**src/rtl/gpio_apb_arbiter.sv**
```systemverilog
`timescale 1ns/1ps
// ----------------------------------------------------------------------------
// gpio_apb_arbiter
//
// Two-requester APB master in front of the single gpio_apb slave port.
// Each requester presents a command on a valid/ready port. The arbiter picks
// one command, runs the APB SETUP/ACCESS sequence with PREADY wait states,
// and returns read data and error status to the requester that won.
// A wait-state watchdog aborts a transfer that has stalled for TIMEOUT
// consecutive ACCESS cycles. Setting TIMEOUT to 0 disables the watchdog.
//
// Build option:
//   GPIO_ARB_FIXED_PRIO_EN - if defined, requester 0 always wins a tie.
//                            Otherwise the arbiter uses round-robin.
//
// Parameters:
//   ADDR_W   APB address width
//   DATA_W   APB data width
//   TIMEOUT  ACCESS cycles with PREADY=0 before abort (0 = no watchdog)
//
// Ports (every output is registered):
//   PCLK, PRESETn                     clock, async active-low reset
//   rX_valid/write/addr/wdata         requester X command (held until ready)
//   rX_ready                          one-cycle pulse: command accepted
//   rX_rsp_valid/rdata/err            one-cycle response pulse, data, error
//   PSEL/PENABLE/PWRITE/PADDR/PWDATA  APB master request
//   PRDATA/PREADY/PSLVERR             APB slave response
//   timeout_evt                       one-cycle pulse on watchdog abort
// ----------------------------------------------------------------------------
module gpio_apb_arbiter #(
    parameter int ADDR_W  = 6,
    parameter int DATA_W  = 32,
    parameter int TIMEOUT = 16
) (
    input  logic              PCLK,
    input  logic              PRESETn,

    input  logic              r0_valid,
    input  logic              r0_write,
    input  logic [ADDR_W-1:0] r0_addr,
    input  logic [DATA_W-1:0] r0_wdata,
    output logic              r0_ready,
    output logic              r0_rsp_valid,
    output logic [DATA_W-1:0] r0_rsp_rdata,
    output logic              r0_rsp_err,

    input  logic              r1_valid,
    input  logic              r1_write,
    input  logic [ADDR_W-1:0] r1_addr,
    input  logic [DATA_W-1:0] r1_wdata,
    output logic              r1_ready,
    output logic              r1_rsp_valid,
    output logic [DATA_W-1:0] r1_rsp_rdata,
    output logic              r1_rsp_err,

    output logic              PSEL,
    output logic              PENABLE,
    output logic              PWRITE,
    output logic [ADDR_W-1:0] PADDR,
    output logic [DATA_W-1:0] PWDATA,
    input  logic [DATA_W-1:0] PRDATA,
    input  logic              PREADY,
    input  logic              PSLVERR,

    output logic              timeout_evt
);

    // The counter must hold values up to TIMEOUT. It stays 1 bit wide
    // when the watchdog is disabled.
    localparam int CNT_W = (TIMEOUT > 0) ? $clog2(TIMEOUT + 1) : 1;
    // The counter value seen on the last stalled ACCESS cycle before abort.
    localparam logic [CNT_W-1:0] CNT_LAST = (TIMEOUT > 0) ? CNT_W'(TIMEOUT - 1) : '1;

    typedef enum logic [1:0] {
        IDLE   = 2'd0,
        SETUP  = 2'd1,
        ACCESS = 2'd2,
        RESP   = 2'd3
    } state_t;

    state_t            state_q, state_d;
    logic              grant_q, grant_d;     // requester that owns the current transfer
`ifndef GPIO_ARB_FIXED_PRIO_EN
    logic              last_q, last_d;       // requester granted most recently
`endif
    logic [CNT_W-1:0]  wait_q, wait_d;

    logic              any_req;
    logic              win;                  // 0 = requester 0, 1 = requester 1

    logic              rsp_fire;
    logic [DATA_W-1:0] rsp_data;
    logic              rsp_err;

    logic              psel_d, penable_d, pwrite_d;
    logic [ADDR_W-1:0] paddr_d;
    logic [DATA_W-1:0] pwdata_d;
    logic              ready0_d, ready1_d;
    logic              rsp_valid0_d, rsp_valid1_d;
    logic [DATA_W-1:0] rsp_rdata0_d, rsp_rdata1_d;
    logic              rsp_err0_d, rsp_err1_d;
    logic              tmo_d;

    // ------------------------------------------------------------------
    // Winner selection. This only matters when any_req is high.
    // ------------------------------------------------------------------
    always_comb begin
        any_req = r0_valid | r1_valid;
`ifdef GPIO_ARB_FIXED_PRIO_EN
        win = ~r0_valid;
`else
        if (r0_valid && r1_valid) begin
            win = ~last_q;
        end else begin
            win = ~r0_valid;
        end
`endif
    end

    // ------------------------------------------------------------------
    // State register
    // ------------------------------------------------------------------
    always_ff @(posedge PCLK or negedge PRESETn) begin
        if (!PRESETn) begin
            state_q <= IDLE;
        end else begin
            state_q <= state_d;
        end
    end

    // ------------------------------------------------------------------
    // Next state, and the next value of every registered output
    // ------------------------------------------------------------------
    always_comb begin
        state_d      = state_q;
        grant_d      = grant_q;
`ifndef GPIO_ARB_FIXED_PRIO_EN
        last_d       = last_q;
`endif
        wait_d       = wait_q;
        pwrite_d     = PWRITE;
        paddr_d      = PADDR;
        pwdata_d     = PWDATA;
        ready0_d     = 1'b0;
        ready1_d     = 1'b0;
        rsp_valid0_d = 1'b0;
        rsp_valid1_d = 1'b0;
        rsp_rdata0_d = r0_rsp_rdata;
        rsp_rdata1_d = r1_rsp_rdata;
        rsp_err0_d   = r0_rsp_err;
        rsp_err1_d   = r1_rsp_err;
        tmo_d        = 1'b0;
        rsp_fire     = 1'b0;
        rsp_data     = '0;
        rsp_err      = 1'b0;

        unique case (state_q)
            // RESP also arbitrates. This lets a new transfer start in the
            // cycle right after the previous response, with no idle cycle.
            IDLE, RESP: begin
                if (any_req) begin
                    state_d  = SETUP;
                    grant_d  = win;
`ifndef GPIO_ARB_FIXED_PRIO_EN
                    last_d   = win;
`endif
                    wait_d   = '0;
                    pwrite_d = win ? r1_write : r0_write;
                    paddr_d  = win ? r1_addr  : r0_addr;
                    pwdata_d = win ? r1_wdata : r0_wdata;
                    ready0_d = ~win;
                    ready1_d = win;
                end else begin
                    state_d = IDLE;
                end
            end

            SETUP: begin
                state_d = ACCESS;
            end

            ACCESS: begin
                if (PREADY) begin
                    rsp_fire = 1'b1;
                    rsp_data = PWRITE ? '0 : PRDATA;
                    rsp_err  = PSLVERR;
                    state_d  = RESP;
                end else if ((TIMEOUT != 0) && (wait_q == CNT_LAST)) begin
                    // This is the TIMEOUT-th stalled ACCESS cycle, so abort.
                    rsp_fire = 1'b1;
                    rsp_data = '0;
                    rsp_err  = 1'b1;
                    tmo_d    = 1'b1;
                    state_d  = RESP;
                end else if (wait_q != '1) begin
                    wait_d = wait_q + 1'b1;
                end
            end

            default: begin
                state_d = IDLE;
            end
        endcase

        if (rsp_fire) begin
            if (grant_q) begin
                rsp_valid1_d = 1'b1;
                rsp_rdata1_d = rsp_data;
                rsp_err1_d   = rsp_err;
            end else begin
                rsp_valid0_d = 1'b1;
                rsp_rdata0_d = rsp_data;
                rsp_err0_d   = rsp_err;
            end
        end

        // The APB strobes come from the state being entered. They are
        // registered, so they line up with that state.
        psel_d    = (state_d == SETUP) || (state_d == ACCESS);
        penable_d = (state_d == ACCESS);
    end

    // ------------------------------------------------------------------
    // Datapath and output registers
    // ------------------------------------------------------------------
    always_ff @(posedge PCLK or negedge PRESETn) begin
        if (!PRESETn) begin
            grant_q      <= 1'b0;
`ifndef GPIO_ARB_FIXED_PRIO_EN
            last_q       <= 1'b1;
`endif
            wait_q       <= '0;
            PSEL         <= 1'b0;
            PENABLE      <= 1'b0;
            PWRITE       <= 1'b0;
            PADDR        <= '0;
            PWDATA       <= '0;
            r0_ready     <= 1'b0;
            r1_ready     <= 1'b0;
            r0_rsp_valid <= 1'b0;
            r1_rsp_valid <= 1'b0;
            r0_rsp_rdata <= '0;
            r1_rsp_rdata <= '0;
            r0_rsp_err   <= 1'b0;
            r1_rsp_err   <= 1'b0;
            timeout_evt  <= 1'b0;
        end else begin
            grant_q      <= grant_d;
`ifndef GPIO_ARB_FIXED_PRIO_EN
            last_q       <= last_d;
`endif
            wait_q       <= wait_d;
            PSEL         <= psel_d;
            PENABLE      <= penable_d;
            PWRITE       <= pwrite_d;
            PADDR        <= paddr_d;
            PWDATA       <= pwdata_d;
            r0_ready     <= ready0_d;
            r1_ready     <= ready1_d;
            r0_rsp_valid <= rsp_valid0_d;
            r1_rsp_valid <= rsp_valid1_d;
            r0_rsp_rdata <= rsp_rdata0_d;
            r1_rsp_rdata <= rsp_rdata1_d;
            r0_rsp_err   <= rsp_err0_d;
            r1_rsp_err   <= rsp_err1_d;
            timeout_evt  <= tmo_d;
        end
    end

endmodule

```
**config.mk**
```make
export PLATFORM = sky130hd
export DESIGN_NAME = gpio_apb_arbiter
export DESIGN_NICKNAME = d
export VERILOG_FILES = /design/src/rtl/gpio_apb_arbiter.sv
export SDC_FILE = /design/constraint.sdc
export NUM_CORES = 1
export LEC_CHECK = 0
export CORE_AREA = 2 2 114 116
export DETAILED_ROUTE_END_ITERATION = 7
export DIE_AREA = 0 0 116 118
export GPL_TIMING_DRIVEN = 0
export PLACE_DENSITY_LB_ADDON = 0.1
export REMOVE_ABC_BUFFERS = 1
export SLEW_MARGIN = 20
export SYNTH_ARGS = -nofsm -noshare
export SYNTH_HDL_FRONTEND = slang
export SYNTH_SLANG_ARGS = --single-unit
```
**constraint.sdc**
```tcl
create_clock -name PCLK -period 2.6 [get_ports PCLK]
set_clock_uncertainty 0.05 [all_clocks]
set_input_delay 0.26 -clock PCLK [delete_from_list [all_inputs] [get_ports PCLK]]
set_output_delay 0.26 -clock PCLK [all_outputs]
set_load 0.05 [all_outputs]
```
* Word-level counts from Yosys, hierarchy flattened
Cells that the tools add are included.
** Storage, ports and cells
- Word-level logic and storage cells :: 75
- Register bits after elaboration :: 121
- Output and inout bits :: 112
- Input port bits :: 116
** Operators by class
- Equality and inequality tests :: 11
- Reductions and logical operators :: 9
- $add $sub $neg :: 1
- Bitwise logic cells :: 5
- Multiplexer cells :: 31
** Operators by type and width (count)
- $mux 32 :: 4
- $mux 5 :: 4
- $mux 1 :: 18
- $pmux 5 s2 :: 1
- $ne 2x2->1 const B :: 4
- $eq 2x2->1 const B :: 3
- $mux 6 :: 1
- $pmux 2 s3 :: 1
- $reduce_and 2->1 :: 3
- $add 5x1->5 const B :: 1
- $eq 5x4->1 const B :: 1
- $ne 5x5->1 const B :: 1
- $reduce_and 5->1 :: 1
- $eq 2x1->1 const B :: 2
- $mux 2 :: 2
- $not 1->1 :: 4
- $logic_not 2->1 :: 1
- $reduce_bool 2->1 :: 1
- $reduce_or 2->1 :: 1
- $logic_and 1x1->1 :: 1
- $logic_or 1x1->1 :: 1
- $or 1x1->1 :: 1

* Longest topological paths before layout
Gate-level depths: netlist (run 1).
- Depth after elaboration :: 6
- Mapped depth :: 7
- Mapped depth without buffers :: 7

* Least setup slack after synthesis (run 1)
No wires, ideal clock.
- Path kind :: reg2reg
- Start point :: reg wait_q[0]
- End point :: reg wait_q[3]
- Arrival time :: 2.048 ns
- Required time :: 2.424 ns
- Slack :: 0.376 ns
- Library setup time :: 0.126 ns
- Period minus slack after synthesis :: 2.224 ns
- Path buffers :: 0
- Stages on the path, launching flop included :: 7
- Cells stage by stage :: dfrtp_1 ha_1 and3_1 ha_1 or4b_4 or2_0 a221o_1
** On the way
- Longest elaborated chain between the ends :: 5
- Elaborated cells between the ends (all ways) :: 10
- Classes of those cells :: add/sub (1); eq/ne (4); mux (4); reduce/logical (1)
** Ends and longest elaborated chain
- start, declared :: line 86 : logic [CNT_W-1:0] wait_q, wait_d;
- start signal, assigned :: line 252 : wait_q <= wait_d;
- $add 5x1->5 :: line 196 : wait_d = wait_q + 1'b1;
- $mux 5 :: line 195 : end else if (wait_q != '1) begin
- $mux 5 :: line 188 : end else if ((TIMEOUT != 0) && (wait_q == CNT_LAST)) begin
- $mux 5 :: line 183 : if (PREADY) begin
- $pmux 5 s2 :: line 157 : unique case (state_q)
Several ways; a longest one is shown, not always the timed one. The select of a mux whose other input is x is not followed.
A chain may end at the register's enable or synchronous reset.

* Worst setup path after layout (run 1)
- Start point :: reg wait_q[0]
- End point :: reg r1_rsp_rdata[30]
** On the way
- Longest elaborated chain between the ends :: 5
** Ends and longest elaborated chain
- $eq 5x4->1 :: line 188
- $mux 1 :: line 188
- $mux 1 :: line 183
- $mux 1 :: line 157
- $reduce_and 2->1 (no line)
- end signal, assigned :: line 263 : r1_rsp_rdata <= rsp_rdata1_d;
- end, declared :: line 53 : output logic [DATA_W-1:0] r1_rsp_rdata,
No other way between the ends.

==> impl_metrics.py, run 1 <==
metrics = {
    "global_route": {
        "antenna_found_initial": 0,
        "grt-ovfl-total": 0,
        "grt_pass1_wl_um": 23200,
        "grt_pass1_vias": 4629,
        "grt_usage_pct": 21.9,
        "grt_max_degree": 77,
    },
    "yosys": {
        "synth_cell_types": 38,
        "yosys_warnings": 0,
        "ys.flop_type": "dfrtp_1",
        "ys_async_sr_fraction_pct": 100,
        "yosysMostFrequentCell": "dfrtp_1",
        "synth-seq-cells": 121,
        "synth_area_per_cell_um2": 11.4,
        "synth.area.top_cells": "dfrtp_1 57%, mux2_2 14%, a31oi_1 4.7%",
        "syn_area_um2": 5290,
        "synth-seq-area-share_pct": 57.3,
        "syn_inst": 465,
        "synthTopCellsByCount": "120 x dfrtp_1, 66 x mux2_2, 42 x o21ai_0",
        "synth_edf_count": 0,
        "post-synth-top-area-fraction_pct": 56.8,
        "yosys.area.top_type": "dfrtp_1",
    },
    "worst_hold_path": {
        "hold_path_depth": 2,
        "hp-class": "in2reg",
    },
    "setup_path": {
        "crit_family": "adder cells",
        "critPathMaxFanout": 33,
        "critPathBufInv": 1,
        "path_depth": 6,
        "path_common_cell": "ha_1",
        "critPathRequiredTime_ps": 2840,
        "cpPeakStageDelay_ps": 420,
        "worst-r2r-cell-count": 6,
        "crit_slowest_cell": "dfrtp_1",
        "crit_type": "reg2reg",
        "cp-start-kind": "flip-flop",
        "arrival_ps": 2610,
        "path_cells": "ha_1 -> and3_1 -> ha_1 -> o211ai_1 -> clkinv_4 -> mux2_2",
        "critPathCaptureType": "flip-flop",
    },
    "sta": {
        "timing.final.crit_share_pct": 91.2,
        "max_slew_margin_pct": 29.9,
        "finalHoldWorstSlack_ps": 126,
        "worst_slew_pin_slew_ps": 1050,
        "max_clock_freq_mhz": 422,
        "slew_violations": 0,
        "min_period_ps": 2370,
        "setup_tns_ps": 0,
        "setup_viol": 0,
        "hold_viol": 0,
        "rsz0062_at_grt": "false",
    },
    "route": {
        "ant_nets": 0,
        "dr.pass1.iters": 4,
        "wirelength_um": 14500,
        "wire_per_inst_um": 16.8,
        "drc": 0,
        "drt_iter0_drc": 302,
        "vias": 4410,
        "avgViaCountPerCell": 5.09,
    },
    "power": {
        "leakage_nw": 3.62,
        "powerDensity_nw_per_um2": 1280,
        "ir_worst_vdd_v": 0.000795,
    },
    "run": {
        "maxCapViolations": 0,
    },
    "clocking": {
        "cts_post_setup_buffers_inserted": 0,
        "clockRootBuffer": "clkbuf_16",
        "cts.path.max_buffers": 2,
        "cts_tree": "done",
        "cts_max_level": 4,
        "numCtsBuffers": 17,
        "clock-sinks": 121,
        "worstSkewPairLatency_ps": 410,
        "clkTransAtPathRegs_ps": 60,
    },
    "floorplan": {
        "coreArea_um2": 12400,
        "boundaryPins": 228,
        "die_w_um": 116,
        "start_util_pct": 42.6,
        "rows": 41,
        "dieHeight_um": 118,
        "die-area_um2": 13700,
    },
    "finish": {
        "n_antenna_cell": 0,
        "fin_cells": 866,
        "nNetsFinal": 803,
        "multi_input_area_um2": 2110,
        "area_growth_pct": 58.4,
        "seq_area_um2": 3030,
        "layout-drive-gt1-share_pct": 16.4,
        "nFillCells": 1009,
    },
    "placed_design": {
        "dp_cells": 833,
        "place.gp.congestion": 0.800,
        "port_buffers": 227,
        "hpwlAfterDp_um": 10100,
    },
    "outcome": {
        "status": "finished, final reports clean",
    },
}
==> worst register-to-register path: stages, from the launching register on <==
cell      delay [ps]
dfrtp_1          420
ha_1             240
and3_1           220
ha_1             220
o211ai_1         350
clkinv_4         360
mux2_2           390
==> state kept, by name, summed over array words and instances (netlist names) <==
name,flops
r1_rsp_valid,1
r1_rsp_err,1
PSEL,1
PADDR,6
last_q,1
r0_rsp_valid,1
r0_ready,1
PENABLE,1
r0_rsp_err,1
r1_ready,1
PWRITE,1
grant_q,1
state_q,2
r0_rsp_rdata,32
timeout_evt,1
wait_q,5
r1_rsp_rdata,32
PWDATA,32
==> stage by stage <==
step                      cell area, um2  total power (W)  setup slack [ps]  util, %
final                               8370           0.0107               229     67.4
after floorplan                     5130          0.00639              27.8        -
after global routing                8370           0.0113              55.4     67.4
after global placement              7620          0.00818             -3380     61.4
after detailed placement            7760          0.00845              3.82     62.5
after CTS                           8370           0.0108              63.7     67.4
==> cell usage in the layout, fill, tap and decap left out, drive strengths merged <==
master and n:
dlygate4sd3 1, nor4 1, or4b 1, inv 5, bufinv 2, o21a 1
clkbuf 25, a21o 1, and3 2, o311ai 1, nor3b 1, nand3 40
dfstp 1, nor4b 2, o211ai 1, or2b 1, clkdlybuf4s50 225, and3b 2
o21ai 43, dfrtp 120, a32o 1, or3b 1, nand2 2, a221o 1
nor3 3, clkinv 6, ha 6, nand2b 1, or2 1, mux2 66
a31oi 40, buf 7, a211o 2, nor2 42, a21oi 3, and2 34
nor2b 2
==> what timing repair did <==
item / 4_1_cts / 5_1_grt
hold buffers: 1 / 0
endpoints found under the setup margin: 10 / 5
hold endpoints to repair: 55 / 0
gates resized for setup: 1 / 1
==> per-layer routing <==
metal  global-route usage (%)  wire length [um]  part of all wire [%]  up-vias
li1                         -                 -                     -     2087
met1                     24.9              5710                    39     2113
met2                     36.5              7050                    48      187
met3                     8.91              1480                    10       23
met4                     8.71               298                   2.0        0
met5                        0                 0                     0        -
==> kinds of logic (layout without fill, tap and decap cells) <==
group,count (synthesis),count (layout),share of synthesized area (%)
AND/OR/NAND/NOR,136,136,13.5
flip-flops,121,121,57.3
AO/OA/AOI/OAI,94,94,10.4
multiplexers,66,66,14.1
buffers and inverters,42,271,3.27
adder cells (fa/ha/maj),6,6,1.42
==> final timing paths <==
path | endpoint | from | slack (ps)
max | r1_rsp_rdata[30] | wait_q[0] | 230
min reg2reg | r0_rsp_rdata[28] | r0_rsp_rdata[28] | 450
max in group asynchronous | r0_rsp_rdata[28] | PRESETn | 1480
min in group asynchronous | PADDR[2] | PRESETn | 320
max reg2reg | r1_rsp_rdata[30] | wait_q[0] | 230
min | r1_ready | r0_valid | 130
==> area by class of cell <==
type                       instances  area share, %
multi-input combinational        302           25.2
clock inverter                     7           1.06
clock buffer                      25           6.04
timing repair buffer             233           28.6
inverter                           6          0.329
sequential                       121           36.2
tap                              172           2.57
==> report_power, final <==
group          switching [W]  leakage (nW)  internal (W)  total, W
clock               0.000809         0.297       0.00153   0.00234
sequential          0.000353          1.55       0.00256   0.00291
combinational        0.00354          1.77       0.00194   0.00547
Note: power is estimated with default switching activity, not from simulation.
==> inputs of run 2 (changes only) <==
--- a/config.mk
+++ b/config.mk
@@ -7,5 +7,5 @@
 export LEC_CHECK = 0
-export CORE_AREA = 2 2 114 116
+export CORE_AREA = 2 2 136 98
 export DETAILED_ROUTE_END_ITERATION = 7
-export DIE_AREA = 0 0 116 118
+export DIE_AREA = 0 0 138 100
 export GPL_TIMING_DRIVEN = 0
==> constraint.sdc (replaced) <==
create_clock -name PCLK -period 2.6 [get_ports PCLK]
set_clock_uncertainty 0.05 [all_clocks]
set_input_delay 0.52 -clock PCLK [delete_from_list [all_inputs] [get_ports PCLK]]
set_output_delay 0.52 -clock PCLK [all_outputs]
set_load 0.05 [all_outputs]
==> run 2 against run 1 <==
Against the previous run: register-to-register slack got worse by 80 ps; non-clock buffer count increased by 8; sequential power about the same; hold slack improved by 320 ps; total power decreased by 2.4%; cell area about the same; utilization decreased by 1.6 points; combinational power about the same; critical endpoint is now r1_rsp_rdata[23]; largest power group unchanged.
==> impl_metrics.py, run 2 (synthesis gave the netlist of run 1 again) <==
metrics = {
    "outcome": {
        "status": "finished, final reports clean",
    },
    "sta": {
        "timing.final.crit_share_pct": 94.1,
        "hold_viol": 0,
        "slew_violations": 0,
        "max_slew_margin_pct": 58.8,
        "setup_ws_ps": 152,
        "min_period_ps": 2450,
        "setup_viol": 0,
        "rsz0062_at_grt": "false",
        "worst_slew_pin_slew_ps": 617,
        "max_clock_freq_mhz": 409,
    },
    "global_route": {
        "antenna_found_initial": 0,
        "grt_pass1_wl_um": 23000,
        "grt_max_degree": 75,
        "grt_pass1_vias": 4385,
        "grt-ovfl-total": 0,
        "grt_usage_pct": 21.0,
    },
    "route": {
        "avgViaCountPerCell": 5.05,
        "wire_per_inst_um": 16.7,
        "vias": 4380,
        "wirelength_um": 14500,
        "drc": 0,
        "ant_nets": 0,
        "drt_iter0_drc": 173,
        "dr.pass1.iters": 4,
    },
    "finish": {
        "top_regs": "PWDATA (32), r0_rsp_rdata (32), r1_rsp_rdata (32)",
        "layout-drive-gt1-share_pct": 17.7,
        "layout_commonest_cell": "clkdlybuf4s50_1",
        "n_antenna_cell": 0,
        "fin_util_pct": 65.9,
        "layout_common_cells": "225 x clkdlybuf4s50_1, 120 x dfrtp_1, 66 x mux2_2",
        "nNetsFinal": 811,
        "area_growth_pct": 58.3,
    },
    "placed_design": {
        "place_ws_ps": -104,
        "hpwlAfterDp_um": 9960,
        "port_buffers": 227,
        "place.gp.congestion": 0.786,
    },
    "clocking": {
        "worstSkewPairLatency_ps": 400,
        "clock-sinks": 121,
        "cts.path.max_buffers": 2,
        "clockRootBuffer": "clkbuf_16",
        "cts_max_level": 4,
        "clkTransAtPathRegs_ps": 60,
        "numCtsBuffers": 17,
        "cts_tree": "done",
    },
    "setup_path": {
        "critPathRequiredTime_ps": 2830,
        "critPathCaptureType": "flip-flop",
        "arrival_ps": 2680,
        "cp-start-kind": "flip-flop",
        "crit_type": "reg2reg",
        "critPathMaxFanout": 33,
    },
    "floorplan": {
        "start_util_pct": 41.6,
        "rows": 35,
        "die-area_um2": 13800,
        "dieHeight_um": 100,
        "die_w_um": 138,
        "boundaryPins": 228,
        "coreArea_um2": 12700,
    },
    "power": {
        "leakage_nw": 3.62,
        "powerDensity_nw_per_um2": 1250,
        "ir_worst_vdd_v": 0.000696,
    },
    "run": {
        "maxCapViolations": 0,
    },
    "worst_hold_path": {
        "hp-class": "in2reg",
    },
}
-- run 2: cell count changes in the layout (fill, tap and decap cells not counted), sizes merged --
| cell | change |
|---|---|
| buf | +8 |
| clkbuf | -5 |
| clkinvlp | +4 |
| bufinv | -2 |
| clkinv | +2 |
| inv | +1 |
-- run 2: area by class of cell --
class | count | area [um2]
Clock buffer | 20 | 447
Timing Repair Buffer | 241 | 2470
Tap cell | 166 | 208
Clock inverter | 12 | 77.6
Sequential cell | 121 | 3030
Fill cell | 999 | 4330
Multi-Input combinational cell | 302 | 2110
Inverter | 6 | 27.5
-- run 2: final timing paths --
path                                  startpoint               end  slack (ps)  depth (start not counted)
worst max-delay path                   wait_q[0]  r1_rsp_rdata[23]         150                          6
worst min-delay path                    r0_valid          PADDR[1]         450                          3
worst max register to register         wait_q[0]  r1_rsp_rdata[23]         150                          6
worst min register to register  r0_rsp_rdata[30]  r0_rsp_rdata[30]         450                          1
max in group asynchronous                PRESETn   r0_rsp_rdata[5]        1220                          3
min in group asynchronous                PRESETn        PWDATA[20]         560                          2
-- run 2: stage by stage --
stage	hold WS (ps)	total power (W)	TNS [ps]	area, um2	instances
4_1_cts	428	0.0105	0	8310	861
5_1_grt	458	0.0110	0	8370	868
3_3_place_gp	439	0.00819	-581190	7610	822
6_report	446	0.0105	0	8370	868
2_1_floorplan	174	0.00639	0	5130	429
3_5_place_dp	435	0.00843	-3070	7770	828
-- run 2: critical path, cell delays in order (launching register included) --
cell and delay (ps):
dfrtp_1 430, ha_1 250, and3_1 230, ha_1 220, o211ai_1 370, clkinv_4 380, mux2_2 380
-- run 2: report_power, final --
group / switching [W] / internal, W
sequential: 0.000348 / 0.00256
clock: 0.000836 / 0.00123
combinational: 0.00354 / 0.00196
total: 0.00472 / 0.00575
-- run 2: timing repair --
item | in CTS | in global routing
cloned | 0 | 0
setup buffers | 0 | 7
pin swaps | 0 | 1
resized for setup | 1 | 1
endpoints found under the hold margin | 2 | 0
setup endpoints to repair | 32 | 20
hold buffers | 1 | 0
-- run 2: metal layers --
metal / vias to the layer above / track usage (%) / wire, um
met1: 2142 / 26.5 / 6240
met4: 0 / 6.75 / 193
met5: - / 0 / 0
met3: 15 / 6.97 / 984
li1: 2094 / - / -
met2: 129 / 34.8 / 7100
==> inputs of run 3 (changes only) <==
- CTS_CLUSTER_DIAMETER: default -> 150
- TNS_END_PERCENT: default -> 100
- clock period: 2.6 -> 2.8 ns (I/O delays scaled with it)
==> run 3 against run 2 <==
Against the previous run: hold slack got worse by 410 ps; critical path depth unchanged; die area unchanged; cell area decreased by 0.85%; fmax decreased by 2.6%; wire length decreased by 0.58%; sequential cell count unchanged; combinational power decreased by 7.8%; via count decreased by 0.89%; first-iteration DRC count increased by 8.1%; setup slack improved by 130 ps; register-to-register slack improved by 130 ps.
==> impl_metrics.py, run 3 (synthesis gave the netlist of run 1 again) <==
metrics = {
    "setup_path": {
        "crit_type": "reg2reg",
        "crit_slowest_cell": "nor4b_1",
        "critPathMaxFanout": 5,
        "path_common_cell": "ha_1",
        "r2r-end": "wait_q[3]",
        "arrival_ps": 2750,
        "r2r-start": "wait_q[0]",
        "critPathBufInv": 0,
        "critPathCaptureType": "flip-flop",
        "crit_family": "simple AND/OR/NAND/NOR gates",
        "worst-r2r-cell-count": 6,
        "cp-start-kind": "flip-flop",
        "r2r_slack_ps": 290,
        "path_cells": "ha_1 -> and3_1 -> ha_1 -> nor4b_1 -> o21ai_1 -> a221o_1",
        "cpPeakStageDelay_ps": 620,
        "critPathRequiredTime_ps": 3030,
    },
    "power": {
        "leakage_nw": 3.58,
        "comb_power_share_pct": 52.3,
        "p_sw_w": 0.00437,
        "powerDensity_nw_per_um2": 1170,
        "seqPwrFrac_pct": 27.8,
        "p_int_w": 0.00532,
        "swShare_pct": 45.1,
        "ir_worst_vdd_v": 0.000649,
        "pwr-share-clk_pct": 19.8,
        "total_power_w": 0.00969,
    },
    "floorplan": {
        "coreArea_um2": 12700,
        "start_util_pct": 41.6,
        "die_w_um": 138,
        "rows": 35,
        "boundaryPins": 228,
        "dieHeight_um": 100,
        "die-area_um2": 13800,
    },
    "finish": {
        "layout-drive-gt1-share_pct": 16.7,
        "area_growth_pct": 57.0,
        "seq_area_um2": 3030,
        "layout_commonest_cell": "clkdlybuf4s50_1",
        "top_regs": "PWDATA (32), r0_rsp_rdata (32), r1_rsp_rdata (32)",
        "multi_input_area_um2": 2110,
        "layout_common_cells": "225 x clkdlybuf4s50_1, 120 x dfrtp_1, 66 x mux2_2",
        "nNetsFinal": 803,
        "design_area_um2": 8300,
        "n_antenna_cell": 0,
        "nFillCells": 1006,
    },
    "sta": {
        "slew_violations": 0,
        "max_slew_margin_pct": 54.1,
        "worst_slew_pin_slew_ps": 678,
        "setup_tns_ps": 0,
        "min_period_ps": 2510,
        "setup_viol": 0,
        "max_clock_freq_mhz": 398,
        "timing.final.crit_share_pct": 89.8,
        "rsz0062_at_grt": "false",
        "finalHoldWorstSlack_ps": 31.7,
        "hold_viol": 0,
        "setup_ws_ps": 286,
    },
    "route": {
        "wire_per_inst_um": 16.8,
        "drc": 0,
        "dr.pass1.iters": 4,
        "avgViaCountPerCell": 5.05,
        "drt_iter0_drc": 187,
        "wirelength_um": 14400,
        "ant_nets": 0,
        "vias": 4341,
    },
    "clocking": {
        "clockRootBuffer": "clkbuf_16",
        "worstSkewPairLatency_ps": 400,
        "clkTransAtPathRegs_ps": 60,
        "cts_max_level": 4,
        "cts_tree": "done",
        "clock-sinks": 121,
        "numCtsBuffers": 17,
        "cts_post_setup_buffers_inserted": 0,
        "cts.path.max_buffers": 2,
    },
    "placed_design": {
        "place_ws_ps": 56.0,
        "port_buffers": 227,
        "hpwlAfterDp_um": 9960,
        "place.gp.congestion": 0.786,
        "postPlaceCellArea_um2": 7770,
    },
    "global_route": {
        "antenna_found_initial": 0,
        "grt_pass1_wl_um": 23000,
        "grt_pass1_vias": 4385,
        "grt_usage_pct": 21.0,
        "grt-ovfl-total": 0,
        "grt_max_degree": 75,
    },
    "outcome": {
        "status": "finished, final reports clean",
    },
    "worst_hold_path": {
        "hp-class": "in2async",
    },
    "run": {
        "maxCapViolations": 0,
    },
}
run 3: cell count changes in the layout (fill, tap and decap cells not counted):
cell	delta
buf_4	-7
clkinv_4	-1
dlygate4sd3_1	-1
inv_4	+1
nor4b_1	+1
nor4b_2	-1
run 3: power by group through the flow:
stage / combinational, W / sequential, W / clock (W)
global route: 0.00538 / 0.00277 / 0.00204
detailed placement: 0.00511 / 0.00272 / 0
global placement: 0.00496 / 0.00269 / 0
floorplan: 0.00132 / 0.00462 / 0
finish: 0.00507 / 0.00270 / 0.00192
CTS: 0.00512 / 0.00270 / 0.00197
run 3: timing repair:
item	in CTS	in global routing
hold buffers	0	0
setup endpoints to repair	0	32
gates resized for setup	0	1
run 3: worst max path at each step:
stage,from,endpoint,slack (ps),cells past startpoint
global placement,PRESETn,r0_rsp_rdata[16],-3590,1
finish,wait_q[0],wait_q[3],290,6
floorplan,wait_q[0],r1_rsp_rdata[0],230,6
detailed placement,PREADY,r1_rsp_rdata[2],60,4
CTS,wait_q[0],r1_rsp_rdata[2],100,6
global route,wait_q[0],wait_q[3],160,6
run 3: cell type report:
| type | count | share of cell area, % |
|---|---|---|
| Inverter | 6 | 0.302 |
| Clock buffer | 20 | 5.38 |
| Timing Repair Buffer | 233 | 29.0 |
| Multi-Input combinational cell | 302 | 25.4 |
| Sequential cell | 121 | 36.5 |
| Clock inverter | 12 | 0.935 |
| Tap cell | 166 | 2.50 |
run 3: metrics by stage:
step,std cells,utilization (%)
after floorplan,429,-
after global placement,822,60.0
after detailed placement,828,61.2
after CTS,860,65.3
after global routing,860,65.3
final,860,65.3
run 3: layer usage:
metal	vias to the layer above	GRT usage, %	wire length [um]
met5	-	0	0
met4	0	6.75	193
met3	15	7.01	1030
met2	127	34.8	7090
met1	2119	26.5	6120
li1	2080	-	-
